--- src/rtl/jump_sequencer.sv ---
// Navigation command front-end: accepts origin/sublight/jump commands and drives the position stage.
// Optional macro JUMP_ABORT_EN adds an abort input that cancels a jump while it is charging.
module jump_sequencer #(
    parameter int K             = 16,
    parameter int CHARGE_CYCLES = 4,
    parameter int COOL_CYCLES   = 3
) (
    input  logic             clk,
    input  logic             rst,
    input  logic             cmd_valid,
    output logic             cmd_ready,
    input  logic [1:0]       cmd_type,
    input  logic [3*K-1:0]   cmd_vec,
    output logic [3:0]       pos_mode,
    output logic [3*K-1:0]   jump_position,
    output logic [3*K-1:0]   velocity,
    output logic             busy,
    output logic             jump_done
`ifdef JUMP_ABORT_EN
    ,
    input  logic             abort
`endif
);

    typedef enum logic [2:0] {
        S_ORIGIN,
        S_IDLE,
        S_CHARGE,
        S_JUMP,
        S_COOL
    } state_t;

    localparam logic [7:0] CHARGE_LOAD = 8'(CHARGE_CYCLES - 1);
    localparam logic [7:0] COOL_LOAD   = 8'(COOL_CYCLES - 1);

    state_t           state_q, state_d;
    logic [3*K-1:0]   vel_q, vel_d;
    logic [3*K-1:0]   tgt_q, tgt_d;
    logic [7:0]       cnt_q, cnt_d;

    logic [3:0]       pos_mode_q, pos_mode_d;
    logic [3*K-1:0]   jump_position_q, jump_position_d;
    logic [3*K-1:0]   velocity_q, velocity_d;
    logic             busy_q, busy_d;
    logic             jump_done_q, jump_done_d;
    logic             cmd_ready_q, cmd_ready_d;

    logic             abort_w;
    logic             accept;

`ifdef JUMP_ABORT_EN
    assign abort_w = abort;
`else
    assign abort_w = 1'b0;
`endif

    assign accept = cmd_valid && cmd_ready_q;

    always_comb begin
        state_d = state_q;
        vel_d   = vel_q;
        tgt_d   = tgt_q;
        cnt_d   = cnt_q;

        case (state_q)
            S_ORIGIN: state_d = S_IDLE;
            S_IDLE: begin
                if (accept) begin
                    case (cmd_type)
                        2'b00: begin
                            vel_d   = '0;
                            state_d = S_ORIGIN;
                        end
                        2'b01: vel_d = cmd_vec;
                        2'b10: begin
                            tgt_d   = cmd_vec;
                            cnt_d   = CHARGE_LOAD;
                            state_d = S_CHARGE;
                        end
                        default: ;
                    endcase
                end
            end
            S_CHARGE: begin
                if (abort_w) begin
                    vel_d   = '0;
                    state_d = S_IDLE;
                end else if (cnt_q == 8'd0) begin
                    state_d = S_JUMP;
                end else begin
                    cnt_d = cnt_q - 8'd1;
                end
            end
            S_JUMP: begin
                cnt_d   = COOL_LOAD;
                state_d = S_COOL;
            end
            S_COOL: begin
                // The ship is left stationary once the jump sequence finishes.
                if (cnt_q == 8'd0) begin
                    vel_d   = '0;
                    state_d = S_IDLE;
                end else begin
                    cnt_d = cnt_q - 8'd1;
                end
            end
            default: state_d = S_ORIGIN;
        endcase

        if (rst) begin
            state_d = S_ORIGIN;
            vel_d   = '0;
            tgt_d   = '0;
            cnt_d   = '0;
        end

        // Outputs are registered from the next state so they line up with state_q.
        case (state_d)
            S_ORIGIN: pos_mode_d = 4'b0001;
            S_JUMP:   pos_mode_d = 4'b0100;
            default:  pos_mode_d = 4'b0010;
        endcase
        velocity_d      = (state_d == S_IDLE) ? vel_d : '0;
        jump_position_d = (state_d == S_JUMP) ? tgt_d : jump_position_q;
        if (rst) begin
            jump_position_d = '0;
        end
        busy_d      = (state_d != S_IDLE);
        jump_done_d = (state_d == S_JUMP);
        cmd_ready_d = (state_d == S_IDLE);
    end

    always_ff @(posedge clk) begin
        state_q         <= state_d;
        vel_q           <= vel_d;
        tgt_q           <= tgt_d;
        cnt_q           <= cnt_d;
        pos_mode_q      <= pos_mode_d;
        jump_position_q <= jump_position_d;
        velocity_q      <= velocity_d;
        busy_q          <= busy_d;
        jump_done_q     <= jump_done_d;
        cmd_ready_q     <= cmd_ready_d;
    end

    assign pos_mode      = pos_mode_q;
    assign jump_position = jump_position_q;
    assign velocity      = velocity_q;
    assign busy          = busy_q;
    assign jump_done     = jump_done_q;
    assign cmd_ready     = cmd_ready_q;

endmodule
--- config.mk ---
export PLATFORM = sky130hd
export DESIGN_NAME = jump_sequencer
export DESIGN_NICKNAME = d
export VERILOG_FILES = /design/src/rtl/jump_sequencer.sv
export SDC_FILE = /design/constraint.sdc
export NUM_CORES = 1
export LEC_CHECK = 0
export ABC_CLOCK_PERIOD_IN_PS = 6900
export BUFFER_PORTS_ARGS = -buffer_cell sky130_fd_sc_hd__buf_4
export CAP_MARGIN = 30
export CELL_PAD_IN_SITES_DETAIL_PLACEMENT = 1
export CELL_PAD_IN_SITES_GLOBAL_PLACEMENT = 1
export CORE_MARGIN = 5
export CORE_UTILIZATION = 43
export CTS_CLUSTER_DIAMETER = 150
export DETAILED_ROUTE_END_ITERATION = 7
export GPL_TIMING_DRIVEN = 0
export PLACE_DENSITY_LB_ADDON = 0.1
export SYNTH_ARGS = -nofsm -noshare
export SYNTH_HDL_FRONTEND = slang
export SYNTH_SLANG_ARGS = --single-unit
--- constraint.sdc ---
create_clock -name clk -period 6.9 [get_ports clk]
set_clock_uncertainty 0.2 [all_clocks]
set_input_delay 0.345 -clock clk [delete_from_list [all_inputs] [get_ports clk]]
set_output_delay 0.345 -clock clk [all_outputs]
set_load 0.02 [all_outputs]
==> results.cfg, run 1 <==
[setup_path]
worstPathArrival_ns = 3.27
worstSetupEndpointType = flop
timing.critical_path.required_ns = 7.05
critical_path_class = flop to flop
critical_path_peak_fanout = 10
setup.worst_path.start_class = flop

[die]
dieWidth_um = 136
io_pins = 156
die-area_mm2 = 0.0184
floorplan.initialDensity_pct = 43.3
design.core.area_mm2 = 0.0157
std_cell_rows = 46
dieHeight_um = 136

[cts]
clk_path_buf_depth = 3
post-cts-setup-buffers = 0
cts.sinks = 209
clk_pin_slew_worst_paths_ns = 0.07
cts_hold_buffers = 48
clock_tree.htree_level_count = 1
cts_resized = 0
cts_root_buf = sky130_fd_sc_hd__clkbuf_16
cts_buffers = 21
tritoncts = done
clk-insertion-delay-late_ns = 0.49

[place]
placed_area_mm2 = 0.00823
post-place-cells = 1043
place_hpwl_um = 13900
placement.io_buffers = 153
finalWeightedCongestion = 0.776
place_ws_ns = 3.80

[routing]
drt-total-wl_um = 21100
remaining_drc_errors = 0
route.detailed.wl_per_inst_um = 18.7
vias_per_cell = 5.08
final_antenna_net_count = 0
detailroute.via_count = 5728
drt-initial-drc-count = 244
drt_pass1_iterations = 4

[sta]
rsz0062_at_grt = no
timing.slew.headroom_pct = 46.6
post-route-worst-setup-slack_ns = 3.78
report.final.slew_viol_count = 0
timing.final.crit_share_pct = 45.3
hold_viol = 0
fmaxAchievable_ghz = 0.320
timing.setup.tns_ns = 0
worst-slew-pin-transition_ns = 0.800
period_needed_ns = 3.12
timing.final.setup_violations = 0

[logic_synthesis]
postSynthNetCount = 728
synth_top_area_share_pct = 61.5
seq_area_frac_synth_pct = 61.5
synth.top_cells.by_area = sky130_fd_sc_hd__dfxtp_1 61%, sky130_fd_sc_hd__nor2_1 11%, sky130_fd_sc_hd__mux2i_1 7.1%, sky130_fd_sc_hd__a211oi_1 5.3%, sky130_fd_sc_hd__a22oi_1 5.3%
synth_flop_cell = sky130_fd_sc_hd__dfxtp_1
synth_seq_cells = 209
netlist_instances = 674
synth_cell_types = 38
ys_async_sr_fraction_pct = 0
count_of_synthesis_stage_warnings_from_yosys = 0
edff_count_synth = 0
mean_post_synth_cell_area_um2 = 10.1
syn_area_mm2 = 0.00681
synth_top_area_cell = sky130_fd_sc_hd__dfxtp_1

[cells_and_area]
finish.instance_area_mm2 = 0.00941
number_of_antenna_diodes = 0
layout.cells.non_filler = 1128
finalNetCount = 952
num-fill-cells = 1715
syn_to_final_growth_pct = 38.3
layout-drive-gt1-share_pct = 22.4

[power]
totalPowerFinal_mw = 2.57
leakage_nw = 4.14
power_per_cell_area_mw_per_mm2 = 273
vdd.ir_drop.worst_uv = 213

[worst_hold_path]
holdCritPathClass = input pin to flop

[global_routing]
grt_antenna_before_repair = 0
first_global_vias = 6191
first_pass_grt_wire_length_um = 33200
groute.layer.met3.usage_pct = 4.40
global_route.usage.total_pct = 22.7
top_usage_layer = met2
gr-usage-met1_pct = 26.9
grt_overflow_total = 0
grt_max_degree = 16
grt_use_met2_pct = 41.8

[status]
outcome = complete, no violations

[flow_run]
count_of_max_cap_constraint_violations = 0
[worst paths after layout]
kind	start	to	slack [ns]	cells after the start
worst max-delay path	cnt_q[0]	jump_position[30]	3.78	8
worst min-delay path	rst	state_q[1]	0.08	2
worst max register to register	cnt_q[0]	jump_position[30]	3.78	8
worst min register to register	vel_q[29]	vel_q[29]	0.30	2
[synthesized netlist by cell type (all sizes together), types with 3 or more instances]
cell     instances
nor2           203
mux2i           48
a22oi           48
nor2b            4
dfxtp          209
xnor2            5
a211oi          48
buf             13
o21ai            5
inv              5
a21oi           11
clkbuf          39
nand2            8
a2111oi          3
[registers in the layout, indices dropped and copies added, names as in the netlist]
register / count
busy: 1
cmd_ready: 1
cnt_q: 8
jump_done: 1
jump_position: 48
pos_mode: 3
state_q: 3
tgt_q: 48
vel_q: 48
velocity: 48
[placed cells by master, fill, tap and decap left out, types with 2 or more instances in the layout]
cell type | netlist | layout
sky130_fd_sc_hd__or4_1 | 2 | 2
sky130_fd_sc_hd__inv_1 | 5 | 5
sky130_fd_sc_hd__a21oi_1 | 11 | 11
sky130_fd_sc_hd__o31ai_1 | 2 | 2
sky130_fd_sc_hd__mux2i_1 | 48 | 48
sky130_fd_sc_hd__dlygate4sd3_1 | 0 | 48
sky130_fd_sc_hd__clkbuf_8 | 0 | 5
sky130_fd_sc_hd__a211oi_1 | 48 | 48
sky130_fd_sc_hd__bufinv_16 | 0 | 2
sky130_fd_sc_hd__nand2b_1 | 2 | 2
sky130_fd_sc_hd__buf_2 | 11 | 11
sky130_fd_sc_hd__inv_6 | 0 | 2
sky130_fd_sc_hd__xnor2_1 | 5 | 5
sky130_fd_sc_hd__nor3_1 | 2 | 2
sky130_fd_sc_hd__clkbuf_16 | 0 | 21
sky130_fd_sc_hd__nor2_1 | 203 | 203
sky130_fd_sc_hd__nand3_1 | 2 | 2
sky130_fd_sc_hd__clkinv_2 | 0 | 4
sky130_fd_sc_hd__dfxtp_1 | 209 | 209
sky130_fd_sc_hd__nand2_1 | 8 | 8
sky130_fd_sc_hd__buf_4 | 1 | 154
sky130_fd_sc_hd__nor2b_1 | 4 | 4
sky130_fd_sc_hd__o21ai_0 | 4 | 4
sky130_fd_sc_hd__a2111oi_0 | 2 | 2
sky130_fd_sc_hd__clkbuf_1 | 39 | 41
sky130_fd_sc_hd__a22oi_1 | 48 | 48
[worst max-delay path, cell delays in order, from the launching register on]
cell	delay (ns)
sky130_fd_sc_hd__dfxtp_1	0.34
sky130_fd_sc_hd__inv_1	0.12
sky130_fd_sc_hd__ha_1	0.23
sky130_fd_sc_hd__or3b_1	0.45
sky130_fd_sc_hd__nand4b_4	0.24
sky130_fd_sc_hd__a2111oi_4	0.68
sky130_fd_sc_hd__buf_2	0.33
sky130_fd_sc_hd__buf_2	0.27
sky130_fd_sc_hd__a211oi_1	0.11
[logic make-up after synthesis]
family                   count (synthesis)  share of synthesized area (%)
adder cells (fa/ha/maj)                  1                          0.184
buffers and inverters                   57                           3.40
AND/OR/NAND/NOR                        230                           13.8
AO/OA/AOI/OAI                          122                           13.3
flip-flops                             209                           61.5
multiplexers                            48                           7.06
other                                    1                         0.0551
XOR/XNOR                                 6                          0.772
[routing by layer]
metal | routed length [um] | share of wire (%)
met5 | 0 | 0
met4 | 441 | 2.1
met3 | 1140 | 5.4
met2 | 11000 | 52
met1 | 8540 | 40
[area by class of cell]
type                       count  area (um^2)  share of cell area (%)
tap                          216          270                    2.87
clock inverter                 9          105                    1.12
multi-input combinational    408         2390                    25.4
inverter                       5         18.8                   0.199
buffer                        52          213                    2.26
sequential                   209         4180                    44.5
clock buffer                  28          602                    6.39
timing repair buffer         201         1630                    17.3
[power breakdown]
part	switching, mW	internal, mW	total [mW]
combinational	0.0993	0.0767	0.176
clock	0.469	0.691	1.16
sequential	0.0105	1.23	1.24
total	0.579	1.99	2.57
[metrics by stage]
stage	hold slack, ns	utilization, %
finish	0.0835	59.9
CTS	0.0848	59.9
detailed placement	0.283	52.3
global route	0.106	59.9
global placement	0.266	52.3
floorplan	0.248	-
Note: power is estimated with default switching activity, not from simulation.
==> run 2, diff against run 1 <==
--- a/config.mk
+++ b/config.mk
@@ -5,13 +5,14 @@
 export SDC_FILE = /design/constraint.sdc
 export NUM_CORES = 1
 export LEC_CHECK = 0
-export ABC_CLOCK_PERIOD_IN_PS = 6900
+export ABC_AREA = 1
+export ABC_CLOCK_PERIOD_IN_PS = 2700
 export BUFFER_PORTS_ARGS = -buffer_cell sky130_fd_sc_hd__buf_4
 export CAP_MARGIN = 30
 export CELL_PAD_IN_SITES_DETAIL_PLACEMENT = 1
 export CELL_PAD_IN_SITES_GLOBAL_PLACEMENT = 1
 export CORE_MARGIN = 5
-export CORE_UTILIZATION = 43
+export CORE_UTILIZATION = 35
 export CTS_CLUSTER_DIAMETER = 150
 export DETAILED_ROUTE_END_ITERATION = 7
 export GPL_TIMING_DRIVEN = 0
==> constraint.sdc (replaced) <==
create_clock -name clk -period 2.7 [get_ports clk]
set_clock_uncertainty 0.2 [all_clocks]
set_input_delay 0.135 -clock clk [delete_from_list [all_inputs] [get_ports clk]]
set_output_delay 0.135 -clock clk [all_outputs]
set_load 0.02 [all_outputs]
==> run 2 against run 1 <==
  * Sequential power rose to 2.5 times the previous value
  * Non-clock buffer count up 30
  * Synthesized cell count up 84%
  * Via count up 47%
  * Setup slack worse by 3.5 ns
  * Die area up 50%
  * Area after synthesis up 26%
  * Critical endpoint is now tgt_q[40]
  * Largest cell class unchanged
==> results.cfg, run 2 <==
[logic_synthesis]
ys_async_sr_fraction_pct = 0
synth.area.mux_share_pct = 0
count_of_synthesis_stage_warnings_from_yosys = 0
synth_top_area_cell = sky130_fd_sc_hd__dfxtp_1
synth_top_area_share_pct = 49.0
synth_flop_cell = sky130_fd_sc_hd__dfxtp_1
synth_area_in_compound_gates_pct = 8.01
synth.top_cells.by_area = sky130_fd_sc_hd__dfxtp_1 49%, sky130_fd_sc_hd__nand2_1 16%, sky130_fd_sc_hd__nor2_1 9.6%, sky130_fd_sc_hd__inv_1 6.9%, sky130_fd_sc_hd__o21ai_0 5.6%
synth_xor_area_share_pct = 0.308
synthSimpleGateAreaFrac_pct = 31.5
synth.cells.most_frequent = 353 x sky130_fd_sc_hd__nand2_1, 218 x sky130_fd_sc_hd__nor2_1, 209 x sky130_fd_sc_hd__dfxtp_1
syn_area_mm2 = 0.00854
synth_seq_cells = 209
synthAdderAreaFrac_pct = 0.146
edff_count_synth = 0
postSynthNetCount = 1296
seq_area_frac_synth_pct = 49.0
synth_most_common_cell = sky130_fd_sc_hd__nand2_1
synth_top_family_by_area = simple AND/OR/NAND/NOR gates
synth_cell_types = 30
mean_post_synth_cell_area_um2 = 6.88
netlist_instances = 1242

[sta]
timing.setup.tns_ns = 0
worst-slew-pin-transition_ns = 0.696
fmaxAchievable_ghz = 0.417
rsz0062_at_grt = no
timing.final.setup_violations = 0
report.final.slew_viol_count = 0
fin_worst_hold_slack_ns = 0.0949
timing.slew.headroom_pct = 53.6
period_needed_ns = 2.40
post-route-worst-setup-slack_ns = 0.300
timing.final.crit_share_pct = 88.9
hold_viol = 0

[setup_path]
worstPathArrival_ns = 2.61
critical_path.reg2reg.startpoint = state_q[2]
reg2reg_slack_ns = 0.30
critical_path_peak_fanout = 10
critical_path.most_common_cell = sky130_fd_sc_hd__nand3_1
path_cells = nor2_2 -> nand2_4 -> inv_2 -> buf_1 -> nand3_1 -> nand3_1 -> dlygate4sd3_1 -> inv_1
r2r_end = tgt_q[40]
timing.critical_path.required_ns = 2.91
setup.worst_path.start_class = flop
critical_path.max_stage_delay_ns = 0.56
reg2regPathDepth = 8
critical_path_class = flop to flop
crit_path_top_delay_cell = sky130_fd_sc_hd__dlygate4sd3_1
worstSetupEndpointType = flop

[cts]
clk_path_buf_depth = 3
cts.sinks = 209
clk_pin_slew_worst_paths_ns = 0.06
clk-insertion-delay-late_ns = 0.52
tritoncts = done
cts_resized = 0
cts_buffers = 24
clock_tree.htree_level_count = 1
post-cts-setup-buffers = 0
cts_root_buf = sky130_fd_sc_hd__clkbuf_16

[die]
io_pins = 156
std_cell_rows = 57
dieWidth_um = 166
dieHeight_um = 166
floorplan.initialDensity_pct = 35.3
design.core.area_mm2 = 0.0242
die-area_mm2 = 0.0276

[power]
leakage_nw = 6.15
vdd.ir_drop.worst_uv = 350
power_per_cell_area_mw_per_mm2 = 608

[cells_and_area]
final_cell_mix = 353 x sky130_fd_sc_hd__nand2_1, 218 x sky130_fd_sc_hd__nor2_1, 209 x sky130_fd_sc_hd__dfxtp_1, 158 x sky130_fd_sc_hd__inv_1, 155 x sky130_fd_sc_hd__buf_4
mostFrequentLayoutCell = sky130_fd_sc_hd__nand2_1
layout-drive-gt1-share_pct = 15.8
syn_to_final_growth_pct = 34.0
finalNetCount = 1533
number_of_antenna_diodes = 0

[worst_hold_path]
timing.hold.worst.start = cmd_type[1]
whs_endpoint = vel_q[38]
holdCritPathClass = input pin to flop
hold_path_depth = 8

[routing]
vias_per_cell = 4.63
detailroute.via_count = 8412
route.detailed.wl_per_inst_um = 16.1
drt_pass1_iterations = 4
remaining_drc_errors = 0
final_antenna_net_count = 0
drt-initial-drc-count = 349
drt-total-wl_um = 29200

[place]
place_ws_ns = 0.231
place_hpwl_um = 21300
finalWeightedCongestion = 0.810
placement.io_buffers = 153

[global_routing]
grt_overflow_total = 0
grt_antenna_before_repair = 0
first_pass_grt_wire_length_um = 46100
global_route.usage.total_pct = 20.6
grt_max_degree = 13
first_global_vias = 8711

[status]
outcome = complete, no violations

[flow_run]
count_of_max_cap_constraint_violations = 0
[run 2: changes by cell type after synthesis, sizes merged, moves of 48 or more]
cell and delta:
a22oi -48, mux2i -48, a211oi -48, inv +156, nand3 +83, o21ai +92
nand2 +350
[run 2: logic make-up after synthesis]
family,count (synthesis)
AOI/OAI and AO/OA,126
xor gates and xnor gates,3
and+or+nand+nor,669
other,1
DFF,209
adders and majority gates,1
buffers and inverters,233
[run 2: area by class of cell]
cell class | count | area [um^2]
sequential | 209 | 4180
tap | 324 | 405
clock buffer | 36 | 717
inverter | 161 | 604
timing repair buffer | 211 | 1730
multi-input combinational | 800 | 3420
buffer | 72 | 335
clock inverter | 5 | 50.0
fill | 3080 | 12700
[run 2: power by group]
| part | total (mW) | internal [mW] | switching, mW |
|---|---|---|---|
| Sequential | 3.16 | 3.14 | 0.0242 |
| Clock | 3.18 | 1.91 | 1.27 |
| Combinational | 0.624 | 0.225 | 0.400 |
| Total | 6.96 | 5.28 | 1.69 |
[run 2: timing repair]
action | 4_1_cts | 5_1_grt
endpoints found under the hold margin | 181 | 0
hold buffers | 58 | 0
endpoints found under the setup margin | 0 | 0
[run 2: how the worst max path moves through the flow]
stage / startpoint / to / cells after the start
2_1_floorplan: cmd_ready / jump_position[10] / 9
3_3_place_gp: cmd_ready / velocity[17] / 8
3_5_place_dp: cmd_ready / velocity[17] / 8
4_1_cts: cmd_ready / velocity[17] / 8
5_1_grt: state_q[2] / tgt_q[40] / 8
6_report: state_q[2] / tgt_q[40] / 8
[run 2: worst max-delay path, delay by kind of cell (launching register included)]
kind	cells	cell delay [ns]
DFF	1	0.33
buffers and inverters	4	1.14
and+or+nand+nor	4	0.62
[run 2: through the flow]
step	util [%]	instance area (um^2)	power [mW]	std cells
after floorplan	-	8540	3.53	1242
after global placement	41.8	10100	3.78	1719
after detailed placement	41.8	10100	3.79	1719
after CTS	47.3	11400	7.07	1818
after global routing	47.3	11400	7.27	1818
final	47.3	11400	6.96	1818
[run 2: metal layers]
layer	up-vias	share of wire [%]	wire length, um	track usage [%]
li1	4232	-	-	-
met1	3996	42	12300	24.3
met2	141	51	15000	38.6
met3	43	4.4	1290	3.86
met4	0	2.0	586	4.77
met5	-	0	0	0
==> run 3, diff against run 2 <==
--- a/config.mk
+++ b/config.mk
@@ -6,13 +6,13 @@
 export NUM_CORES = 1
 export LEC_CHECK = 0
 export ABC_AREA = 1
-export ABC_CLOCK_PERIOD_IN_PS = 2700
+export ABC_CLOCK_PERIOD_IN_PS = 2300
 export BUFFER_PORTS_ARGS = -buffer_cell sky130_fd_sc_hd__buf_4
 export CAP_MARGIN = 30
 export CELL_PAD_IN_SITES_DETAIL_PLACEMENT = 1
 export CELL_PAD_IN_SITES_GLOBAL_PLACEMENT = 1
 export CORE_MARGIN = 5
-export CORE_UTILIZATION = 35
+export CORE_UTILIZATION = 39
 export CTS_CLUSTER_DIAMETER = 150
 export DETAILED_ROUTE_END_ITERATION = 7
 export GPL_TIMING_DRIVEN = 0
==> constraint.sdc (replaced) <==
create_clock -name clk -period 2.3 [get_ports clk]
set_clock_uncertainty 0.2 [all_clocks]
set_input_delay 0.115 -clock clk [delete_from_list [all_inputs] [get_ports clk]]
set_output_delay 0.115 -clock clk [all_outputs]
set_load 0.02 [all_outputs]
==> run 3 against run 2 <==
  * Maximum frequency grew 12%
  * Worst hold slack lost 0.088 ns
  * First-iteration DRC count grew 25%
  * Flip-flop and latch count is the same
  * Setup slack lost 0.14 ns
  * Cell area grew 0.16%
  * Routed wire length is essentially flat
  * Global-route usage grew 2.4 points
  * Sequential power grew 17%
  * Largest cell class unchanged
  * Largest power group unchanged
==> results.cfg, run 3 (same netlist as run 2, synthesis figures left out) <==
[status]
outcome = complete, no violations

[die]
std_cell_rows = 54
design.core.area_mm2 = 0.0217
floorplan.initialDensity_pct = 39.4
io_pins = 156
dieWidth_um = 158
dieHeight_um = 158
die-area_mm2 = 0.0250

[routing]
drt-initial-drc-count = 435
detailroute.via_count = 8407
route.detailed.wl_per_inst_um = 16.5
drt-total-wl_um = 29200
vias_per_cell = 4.74
remaining_drc_errors = 0
drt_pass1_iterations = 4
final_antenna_net_count = 0

[sta]
rsz0062_at_grt = no
timing.final.crit_share_pct = 93.2
hold_viol = 0
timing.slew.headroom_pct = 62.1
fmaxAchievable_ghz = 0.467
post-route-worst-setup-slack_ns = 0.157
period_needed_ns = 2.14
worst-slew-pin-transition_ns = 0.568
report.final.slew_viol_count = 0
timing.final.setup_violations = 0

[cts]
clk_pin_slew_worst_paths_ns = 0.06
clock_tree.htree_level_count = 1
tritoncts = done
cts.sinks = 209
cts_buffers = 24
cts_root_buf = sky130_fd_sc_hd__clkbuf_16
clk-insertion-delay-late_ns = 0.52
clk_path_buf_depth = 3

[global_routing]
grt_overflow_total = 0
first_global_vias = 8794
grt_max_degree = 13
first_pass_grt_wire_length_um = 45400
global_route.usage.total_pct = 23.0
grt_antenna_before_repair = 0

[cells_and_area]
final_cell_mix = 352 x sky130_fd_sc_hd__nand2_1, 218 x sky130_fd_sc_hd__nor2_1, 208 x sky130_fd_sc_hd__dfxtp_1, 156 x sky130_fd_sc_hd__inv_1, 155 x sky130_fd_sc_hd__buf_4
combined_area_of_the_multi_input_logic_cells_mm2 = 0.00345
finalNetCount = 1531
number_of_antenna_diodes = 0
syn_to_final_growth_pct = 34.2
mostFrequentLayoutCell = sky130_fd_sc_hd__nand2_1
layout-drive-gt1-share_pct = 17.0
layout.area.seq_mm2 = 0.00419
num-fill-cells = 2766

[setup_path]
wp_depth = 13
setup.worst_path.start_class = flop
critical_path.reg2reg.startpoint = cnt_q[1]
critical_path.max_stage_delay_ns = 0.31
timing.critical_path.required_ns = 2.51
cp.buffers_inverters = 4
critical_path_peak_fanout = 10
worstSetupEndpoint = velocity[26]
worstPathArrival_ns = 2.35
r2r_end = velocity[26]
reg2regPathDepth = 13
crit_path_top_delay_cell = sky130_fd_sc_hd__dfxtp_1
crit_family = simple AND/OR/NAND/NOR gates
critical_path_class = flop to flop
critical_path.startpoint = cnt_q[1]
reg2reg_slack_ns = 0.16
worstSetupEndpointType = flop
path_cells = inv_1 -> ha_4 -> nand2_1 -> nor2_1 -> inv_1 -> nand2_1 -> nand2_1 -> buf_2 -> clkbuf_4 -> nand2_1 -> nand2_1 -> nand2_1 -> nor2_1
critical_path.most_common_cell = sky130_fd_sc_hd__nand2_1

[power]
vdd.ir_drop.worst_uv = 596
totalPowerFinal_mw = 8.33
power_per_cell_area_mw_per_mm2 = 727
leakage_nw = 6.20

[place]
placement.io_buffers = 153
finalWeightedCongestion = 0.847
place_hpwl_um = 21100
place_ws_ns = -0.0594

[flow_run]
count_of_max_cap_constraint_violations = 0

[worst_hold_path]
holdCritPathClass = input pin to flop
## run 3: cell count changes in the layout (fill, tap and decap cells not counted), moves of 3 or more
| cell | change |
|---|---|
| sky130_fd_sc_hd__clkbuf_4 | +3 |
| sky130_fd_sc_hd__buf_2 | -3 |
| sky130_fd_sc_hd__clkbuf_2 | +6 |
| sky130_fd_sc_hd__dlygate4sd3_1 | -3 |
| sky130_fd_sc_hd__clkbuf_1 | -9 |
## run 3: area by class of cell
class / instances / area share (%)
buffer: 72 / 3.06
clock buffer: 32 / 6.11
clock inverter: 9 / 0.949
inverter: 161 / 5.27
multi-input combinational: 800 / 30.1
sequential: 209 / 36.5
tap: 280 / 3.06
timing repair buffer: 209 / 15.0
## run 3: routing by layer
metal / global-route usage [%] / vias to the layer above / routed length [um]
met3: 3.69 / 51 / 1220
met2: 43.3 / 147 / 15300
li1: - / 4223 / -
met1: 27.1 / 3986 / 11900
met4: 6.17 / 0 / 724
met5: 0 / - / 0
## run 3: power by group
group | internal [mW] | leakage [nW] | switching (mW)
sequential | 3.68 | 1.69 | 0.0301
combinational | 0.272 | 4.11 | 0.467
clock | 2.35 | 0.402 | 1.53
total | 6.31 | 6.20 | 2.03
## run 3: worst min-delay path: stages
cell	delay, ns
sky130_fd_sc_hd__buf_4	0.14
sky130_fd_sc_hd__nand3_2	0.12
sky130_fd_sc_hd__nor2_4	0.07
sky130_fd_sc_hd__nand3_1	0.07
sky130_fd_sc_hd__nand3_1	0.11
sky130_fd_sc_hd__inv_1	0.08
## run 3: worst min-delay path by stage
stage                     end   startpoint  cells after the start
floorplan            tgt_q[0]   cmd_vec[0]                      2
global placement    tgt_q[42]  cmd_vec[42]                      3
detailed placement  tgt_q[42]  cmd_vec[42]                      3
CTS                 tgt_q[38]  cmd_type[1]                      6
global route        tgt_q[38]    cmd_valid                      6
finish              tgt_q[46]    cmd_valid                      6
## run 3: timing repair
action / CTS / global route
endpoints found under the hold margin: 185 / 0
buffers inserted: 0 / 1
pin swaps: 0 / 1
hold buffers: 55 / 0
gates cloned: 0 / 0
endpoints found under the setup margin: 36 / 134
resized for setup: 1 / 20
## run 3: metrics by stage
step	cells	TNS, ns	hold WS (ns)	utilization [%]	cell area, um^2
2_1_floorplan	1242	0	0.0902	-	8540
3_3_place_gp	1675	-0.902	0.214	46.3	10000
3_5_place_dp	1675	-0.608	0.212	46.3	10000
4_1_cts	1771	0	0.0221	52.6	11400
5_1_grt	1772	0	0.0370	52.9	11500
6_report	1772	0	0.00721	52.9	11500
